`config.mk`:
```
export PLATFORM = sky130hd
export DESIGN_NAME = skew_delay_line
export DESIGN_NICKNAME = d
export VERILOG_FILES = /design/src/rtl/skew_delay_line.sv
export SDC_FILE = /design/constraint.sdc
export NUM_CORES = 1
export LEC_CHECK = 0
export CORE_UTILIZATION = 45
export DETAILED_ROUTE_END_ITERATION = 10
export PLACE_DENSITY = 0.69
export SETUP_SLACK_MARGIN = 0.02
export SLEW_MARGIN = 0
export SYNTH_ARGS = -nofsm -noshare
export SYNTH_HDL_FRONTEND = slang
export SYNTH_SLANG_ARGS = --single-unit
```
`constraint.sdc`:
```
create_clock -name clk -period 4.05 [get_ports clk]
set_clock_uncertainty 0.1 [all_clocks]
set_input_delay 0.6075 -clock clk [delete_from_list [all_inputs] [get_ports clk]]
set_output_delay 0.6075 -clock clk [all_outputs]
set_load 0.1 [all_outputs]
```
`src/rtl/skew_delay_line.sv`:
```
// skew_delay_line
//   Multi-lane staggered delay line in front of (skew) or behind (deskew) the
//   NDP systolic array. Lane k delays its word by BASE_DELAY+k cycles in skew
//   mode and by BASE_DELAY+LANES-1-k cycles in deskew mode. Invalid slots
//   carry zeros so the array sees clean bubbles.
//
// Ports
//   clk        clock, rising edge
//   reset_n    asynchronous active-low reset
//   en         advance enable (0 = stall, everything holds)
//   clear      synchronous flush of all data/valid stages (beats en)
//   mode       requested mode, 0 = skew, 1 = deskew (applied only while idle)
//   in_valid   input word group valid
//   in_data    LANES words, lane k at [k*WIDTH +: WIDTH]
//   out_valid  per-lane output valid
//   out_data   per-lane delayed data, same packing as in_data
//   busy       any valid bit in flight in any stage
//   mode_q     mode currently applied
//   beat_cnt   lane-0 output beat counter (only with SKEW_DELAY_LINE_CNT_EN)
//
// Build option: define SKEW_DELAY_LINE_CNT_EN to add the beat_cnt port.

module skew_delay_line #(
  parameter int LANES      = 4,
  parameter int WIDTH      = 8,
  parameter int BASE_DELAY = 1
) (
  input  logic                   clk,
  input  logic                   reset_n,
  input  logic                   en,
  input  logic                   clear,
  input  logic                   mode,
  input  logic                   in_valid,
  input  logic [LANES*WIDTH-1:0] in_data,
  output logic [LANES-1:0]       out_valid,
  output logic [LANES*WIDTH-1:0] out_data,
  output logic                   busy,
  output logic                   mode_q
`ifdef SKEW_DELAY_LINE_CNT_EN
  ,
  output logic [31:0]            beat_cnt
`endif
);

  localparam int MAX_DELAY = BASE_DELAY + LANES - 1;

  logic [WIDTH-1:0]     data_q  [LANES][MAX_DELAY];
  logic [WIDTH-1:0]     data_d  [LANES][MAX_DELAY];
  logic [MAX_DELAY-1:0] valid_q [LANES];
  logic [MAX_DELAY-1:0] valid_d [LANES];
  logic                 mode_d;

  always_comb begin
    busy = 1'b0;
    for (int k = 0; k < LANES; k++) begin
      busy = busy | (|valid_q[k]);
    end
  end

  always_comb begin
    // Mode only follows the request while nothing is in flight, so a word
    // never changes its delay mid-way through the line.
    mode_d = mode_q;
    if (!busy && !clear) begin
      mode_d = mode;
    end

    for (int k = 0; k < LANES; k++) begin
      for (int i = 0; i < MAX_DELAY; i++) begin
        data_d[k][i] = data_q[k][i];
      end
      valid_d[k] = valid_q[k];
    end

    if (clear) begin
      for (int k = 0; k < LANES; k++) begin
        for (int i = 0; i < MAX_DELAY; i++) begin
          data_d[k][i] = '0;
        end
        valid_d[k] = '0;
      end
    end else if (en) begin
      for (int k = 0; k < LANES; k++) begin
        // Bubbles must be zero: the array accumulates whatever it is fed.
        data_d[k][0]  = in_valid ? in_data[k*WIDTH +: WIDTH] : '0;
        valid_d[k][0] = in_valid;
        for (int i = 1; i < MAX_DELAY; i++) begin
          data_d[k][i]  = data_q[k][i-1];
          valid_d[k][i] = valid_q[k][i-1];
        end
      end
    end
  end

  always_ff @(posedge clk or negedge reset_n) begin
    if (!reset_n) begin
      for (int k = 0; k < LANES; k++) begin
        for (int i = 0; i < MAX_DELAY; i++) begin
          data_q[k][i] <= '0;
        end
        valid_q[k] <= '0;
      end
      mode_q <= 1'b0;
    end else begin
      data_q  <= data_d;
      valid_q <= valid_d;
      mode_q  <= mode_d;
    end
  end

  // Output tap of lane k is stage D_k-1; both candidate taps are fixed per
  // lane, so the mux is a 2:1 on mode_q behind registers.
  for (genvar k = 0; k < LANES; k++) begin : g_tap
    localparam int SKEW_TAP   = BASE_DELAY - 1 + k;
    localparam int DESKEW_TAP = MAX_DELAY - 1 - k;
    assign out_valid[k] = mode_q ? valid_q[k][DESKEW_TAP] : valid_q[k][SKEW_TAP];
    assign out_data[k*WIDTH +: WIDTH] = mode_q ? data_q[k][DESKEW_TAP] : data_q[k][SKEW_TAP];
  end

`ifdef SKEW_DELAY_LINE_CNT_EN
  logic [31:0] beat_cnt_q;
  logic [31:0] beat_cnt_d;

  always_comb begin
    beat_cnt_d = beat_cnt_q;
    if (clear) begin
      beat_cnt_d = '0;
    end else if (en && out_valid[0]) begin
      beat_cnt_d = beat_cnt_q + 32'd1;
    end
  end

  always_ff @(posedge clk or negedge reset_n) begin
    if (!reset_n) begin
      beat_cnt_q <= '0;
    end else begin
      beat_cnt_q <= beat_cnt_d;
    end
  end

  assign beat_cnt = beat_cnt_q;
`endif

endmodule

```
**Word level (Yosys, flattened, before mapping)**

Cells that the tools add are included.

- Register bits: 129
- Bits of input ports: 38
- Word-level logic and storage cells: 46

- Mux-type cells: 16
- Bitwise operators: 3
- Reductions and logical operators: 8

Operators by type and width:

| cell | count |
|---|---|
| $mux 128 | 2 |
| $mux 8 | 8 |
| $mux 16 | 2 |
| $reduce_or 4->1 | 4 |
| $mux 1 | 4 |
| $or 1x1->1 | 3 |
| $logic_not 1->1 | 2 |
| $reduce_bool 2->1 | 1 |
| $logic_and 1x1->1 | 1 |

**Depth between registers and ports, before layout**

Gate-level depths: netlist of the first run.

- Depth in word-level cells: 6
- Depth in mapped cells: 5

**Worst setup path after synthesis of the first run**

OpenSTA, ideal clock, no wires.

- Path type: register -> output
- Start: reg mode_q
- End: out out_data[11]
- Data arrival time: 2.034 ns
- Required time: 3.342 ns
- Slack: 1.309 ns
- Stages on the path, launching flop included: 4
- Buffers on the path: 2
- Path through: dfrtp_1 -> buf_2 -> buf_2 -> mux2_2

- Cells in the longest elaborated chain, start to end: 1

Ends and longest elaborated chain:

| element | RTL line | text |
|---|---|---|
| start, declared | 38 | `output logic mode_q` |
| start signal, assigned | 107 | `mode_q <= mode_d;` |
| $mux 8 | 117 | `assign out_data[k*WIDTH +: WIDTH] = mode_q ? data_q[k][DESKEW_TAP] : data_q[k][SKEW_TAP];` |
| end, declared | 36 | `output logic [LANES*WIDTH-1:0] out_data,` |

No other way between the ends.

**Worst setup path after layout of the first run**

- Start: reg valid_q[13] (netlist name)
- End: out busy

- Cells in the longest elaborated chain, start to end: 4

Ends and longest elaborated chain:

| element | RTL line | text |
|---|---|---|
| start, declared | 49 | `logic [MAX_DELAY-1:0] valid_q [LANES];` |
| start signal, assigned | 106 | `valid_q <= valid_d;` |
| $reduce_or 4->1 | 56 | `busy = busy \| (\|valid_q[k]);` |
| $or 1x1->1 (3 in series) | 56 |  |
| end, declared | 37 | `output logic busy,` |

No other way between the ends.

==> impl_metrics.json, run 1 <==
{
  "crit_path_end_kind": "output pin",
  "status": "completed",
  "synth_enable_flop_cells": 0,
  "maxSlewViolCount": 0,
  "track_usage": 0.190,
  "setup_viol": 0,
  "ys_seq_area_frac": 0.591,
  "yosys-top-cells-area": "dfrtp_1, mux2i_1, mux2_2, nor2_1, a22o_1",
  "cts-root-buf": "clkbuf_8",
  "r2r-start": "valid_q[13]",
  "crit_buf_inv": 1,
  "relSlewSlack": 0.350,
  "highest_layer": "met4",
  "cp_top_family": "buffers and inverters",
  "synth_async_sr_flop_share": 1.00,
  "fin_nets": 494,
  "rrSetupSlack_ps": 2420,
  "worst_pin_slew_ps": 972,
  "whs_ps": 81.5,
  "drt-total-wl_mm": 9.92,
  "core_sq_um": 10500,
  "via_count": 3152,
  "htreeDepth": 4,
  "ys_top_cells_by_count": "dfrtp_1, nor2_1, mux2i_1, mux2_2, a22o_1",
  "start_util": 0.471,
  "crit_chain": "or4_4 > clkdlybuf4s50_1",
  "die_h_microns": 107,
  "start_kind": "register",
  "postCtsResizedCells": 0,
  "worstSetupStartpoint": "valid_q[13]",
  "synth_area_sq_um": 4950,
  "cp_num_cells": 2,
  "final_antenna_net_count": 0,
  "avgRoutedWirePerCell_microns": 16.4,
  "fillCellCount": 846,
  "die-area_sq_um": 11400,
  "dr_wl_met2_mm": 4.72,
  "dpl-instance-area_sq_um": 5670,
  "wl_met1_mm": 4.66,
  "clk_latency_ps": 500,
  "fmax_ghz": 0.315,
  "finalCritPeriodShare": 0.784,
  "grt_first_pass_wirelength_mm": 16.4,
  "dp_hpwl_mm": 5.77,
  "reg2reg_to": "mode_q",
  "reg2regPathDepth": 3,
  "crit_type": "register to output pin",
  "synth_seq_cells": 117,
  "period_minus_slack_ps": 3170,
  "synth_top_area_frac": 0.591,
  "syn_inst": 387,
  "tns_ps": 0,
  "overflow": 0,
  "drt-pass1-iter-count": 5,
  "die_w_microns": 107,
  "clkSlewWorstSetupHoldPaths_ps": 60,
  "drive_gt1_frac": 0.247,
  "boundaryPins": 76,
  "post-cts-setup-buffers": 0,
  "synth_warnings": 0,
  "cp_slowest_stage_delay_ps": 990,
  "cts_buffer_depth": 2,
  "postLayoutCellArea_sq_um": 6310,
  "holdCritPathClass": "primary input to asynchronous set/reset pin",
  "cts.sinks": 117,
  "hold_viol": 0,
  "synth.most_common_cell": "dfrtp_1",
  "vias_per_cell": 5.21,
  "wl_met3_microns": 370,
  "port_buffers": 75,
  "crit_arrival_ps": 2470,
  "drt_iter0_drc": 171,
  "path_max_fanout": 5,
  "drc": 0,
  "p_total_mw": 3.15,
  "grt_start_max_net_pins": 62,
  "cpMaxStageDelayCell": "clkdlybuf4s50_1",
  "antenna_found_initial": 0,
  "antenna_cells": 0,
  "routabilityCongestion": 0.682,
  "cts_made_buffers": 17,
  "crit_end": "busy",
  "fp-row-count": 37,
  "cellLeakagePower_nw": 3.24,
  "synthToLayoutAreaGrowth_pct": 27.4,
  "p_per_area_nw_per_um2": 498,
  "cts_hold_buf": 0,
  "synth_ff_type": "dfrtp_1",
  "cp.required_ps": 3340,
  "grt_pass1_vias": 3212,
  "peakVddDrop_uv": 268,
  "maxCapViolations": 0,
  "synth.distinct_cells": 14,
  "synth_largest_area_cell": "dfrtp_1",
  "rsz0062_at_grt": "no",
  "syn_avg_cell_area_sq_um": 12.8,
  "cts_tree": "done",
  "synth_nets": 425
}
## registers in the layout, summed over array words and instances, names as in the netlist
name,flops
mode_q,1
data_q,112
valid_q,4
## cell families (layout without fill, tap and decap cells)
group,Yosys count,after routing,share of synthesized area
multiplexers,120,120,0.252
AO/OA/AOI/OAI,33,33,0.0581
AND/OR/NAND/NOR,88,88,0.0687
buffers and inverters,29,111,0.0306
flip-flops,117,117,0.591
## power by group
part           switching (mW)  total, mW  internal (mW)
clock                   0.515       1.61           1.09
sequential             0.0411       1.24           1.19
combinational           0.193      0.303          0.110
total                   0.749       3.15           2.40
## worst min path at each step
| stage | slack, ps | end | from |
|---|---|---|---|
| global route | 120 | data_q[83] | reset_n |
| CTS | 90 | data_q[75] | reset_n |
| floorplan | 210 | data_q[0] | reset_n |
| detailed placement | 400 | data_q[60] | data_q[60] |
| global placement | 390 | data_q[90] | data_q[90] |
| finish | 80 | data_q[75] | reset_n |
## stage by stage
step           cells  worst slack (ps)  utilization
2_1_floorplan    387              1310            -
3_3_place_gp     573              1400        0.539
3_5_place_dp     573              1380        0.539
4_1_cts          605               844        0.601
5_1_grt          605               827        0.601
6_report         605               876        0.601
## cells in the final DEF (no fill, tap or decap), drive strengths merged
cell | Yosys | routed
a22o | 32 | 32
clkinvlp | 0 | 2
dfrtp | 117 | 117
clkinv | 0 | 5
clkbuf | 6 | 20
clkdlybuf4s50 | 0 | 35
or4 | 1 | 1
buf | 23 | 44
nor2 | 86 | 86
nand2 | 1 | 1
a21o | 1 | 1
mux2 | 37 | 37
bufinv | 0 | 5
mux2i | 83 | 83
## cell type report
type / count / area, sq um / area share
multi-input combinational: 241 / 1890 / 0.299
sequential: 117 / 2930 / 0.464
tap: 136 / 170 / 0.0269
timing repair buffer: 79 / 678 / 0.107
clock buffer: 20 / 445 / 0.0705
clock inverter: 12 / 201 / 0.0319
## routing by layer
layer,up-vias,track usage
met5,-,0
met4,0,0.0822
met3,14,0.0529
met2,59,0.288
met1,1590,0.256
li1,1489,-
## worst reg2reg max path, stage by stage, from the launching register on
cell and delay [ps]:
dfrtp_1 410, or4_4 570, nor2_2 100, mux2_1 330
Power figures use the tool's default switching activity.
==> run 2: changes to the inputs <==
Settings changed: PLACE_DENSITY 0.69 to 0.71.
Clock period 4.05 ns to 2.5 ns, I/O delays scaled along.
==> run 2 against run 1 <==
Effect of this change:
- via count is 1.9% higher
- global-route usage is 0.48 points higher
- wire length is 3.0% higher
- critical path depth stayed put
- core utilization is 4.6 points higher
- highest routed layer unchanged
==> impl_metrics.json, run 2 (synthesis gave the netlist of run 1 again) <==
{
  "status": "completed",
  "boundaryPins": 76,
  "hold_viol": 0,
  "cts_made_buffers": 17,
  "crit_arrival_ps": 1760,
  "r2r-start": "valid_q[13]",
  "dpl-instance-area_sq_um": 6200,
  "drt_iter0_drc": 126,
  "routabilityCongestion": 0.728,
  "dp_hpwl_mm": 6.20,
  "worst_slack_ps": 261,
  "rrSetupSlack_ps": 840,
  "final_util": 0.647,
  "fin_nets": 499,
  "fmax_ghz": 0.447,
  "grt_first_pass_wirelength_mm": 17.0,
  "reg2reg_to": "mode_q",
  "clk_latency_ps": 500,
  "antenna_found_initial": 0,
  "maxSlewViolCount": 0,
  "worstSetupStartpoint": "valid_q[13]",
  "drive_gt1_frac": 0.257,
  "final_antenna_net_count": 0,
  "fillCellCount": 757,
  "postLayoutCellArea_sq_um": 6800,
  "cellLeakagePower_nw": 3.34,
  "cts_buffer_depth": 2,
  "reg_top3": "data_q (112), valid_q (4), mode_q (1)",
  "antenna_cells": 0,
  "cts_tree": "done",
  "crit_type": "register to output pin",
  "drt-pass1-iter-count": 4,
  "largest_reg_flops": 112,
  "port_buffers": 75,
  "cts.sinks": 117,
  "period_minus_slack_ps": 2240,
  "mostFrequentLayoutCell": "dfrtp_1",
  "dpl_worst_slack_ps": 705,
  "via_count": 3213,
  "core_sq_um": 10500,
  "grt_pass1_vias": 3342,
  "die_w_microns": 107,
  "track_usage": 0.195,
  "drt-total-wl_mm": 10.2,
  "die-area_sq_um": 11400,
  "clkSlewWorstSetupHoldPaths_ps": 60,
  "start_kind": "register",
  "postCtsResizedCells": 0,
  "crit_end": "busy",
  "worst_pin_slew_ps": 926,
  "avgRoutedWirePerCell_microns": 16.8,
  "start_util": 0.471,
  "p_per_area_nw_per_um2": 727,
  "cts-root-buf": "clkbuf_8",
  "largest_register": "data_q",
  "tns_ps": 0,
  "maxCapViolations": 0,
  "cp.required_ps": 2030,
  "fp-row-count": 37,
  "peakVddDrop_uv": 441,
  "reg2regPathDepth": 3,
  "finalCritPeriodShare": 0.896,
  "holdCritPathClass": "primary input to asynchronous set/reset pin",
  "rsz0062_at_grt": "no",
  "overflow": 0,
  "vias_per_cell": 5.27,
  "path_max_fanout": 5,
  "grt_start_max_net_pins": 84,
  "final_cell_mix": "dfrtp_1, mux2i_1, nor2_1",
  "drc": 0,
  "post-cts-setup-buffers": 0,
  "synthToLayoutAreaGrowth_pct": 37.2,
  "relSlewSlack": 0.381,
  "p_total_mw": 4.94,
  "setup_viol": 0,
  "crit_path_end_kind": "output pin",
  "die_h_microns": 107,
  "htreeDepth": 4
}
run 2: cell types whose count changed in the layout (fill, tap and decap cells not counted), sizes merged:
cell           before  now
bufinv              5    2
inv                 0    2
clkinvlp            2    6
clkinv              5    3
buf                44   49
clkdlybuf4s50      35   34
dlygate4sd3         0    1
clkbuf             20   19
run 2: cell type report:
class | count | area, sq um | share of cell area
tap | 136 | 170 | 0.0250
timing repair buffer | 84 | 1220 | 0.179
multi-input combinational | 241 | 1890 | 0.278
clock buffer | 19 | 442 | 0.0650
sequential | 117 | 2930 | 0.431
clock inverter | 13 | 149 | 0.0219
run 2: what timing repair did:
action | CTS | global route
hold endpoints to repair | 43 | 0
hold buffers | 1 | 0
setup endpoints to repair | 0 | 0
run 2: metrics by stage:
stage,std cells,hold WS [ps]
after floorplan,387,-20.6
after global placement,577,306
after detailed placement,577,308
after CTS,610,309
after global routing,610,320
final,610,302
run 2: critical path, stage by stage (launching register included):
cell and delay [ps]:
dfrtp_1 420, or4_4 580, buf_4 260
run 2: layer usage:
layer,track usage,wire (microns),up-vias
li1,-,-,1501
met1,0.257,4650,1650
met2,0.313,5170,54
met3,0.0511,292,8
met4,0.0665,104,0
met5,0,0,-
run 2: how the worst min path moves through the flow:
stage	from	to	slack, ps
floorplan	reset_n	data_q[0]	-20
global placement	reset_n	data_q[93]	310
detailed placement	reset_n	data_q[93]	310
CTS	en	valid_q[12]	310
global route	en	valid_q[12]	320
finish	reset_n	data_q[93]	300
run 2: report_power, final:
group          total [mW]  internal [mW]  switching [mW]
sequential           1.96           1.93          0.0284
combinational       0.612          0.246           0.365
clock                2.37           1.48           0.887
total                4.94           3.66            1.28
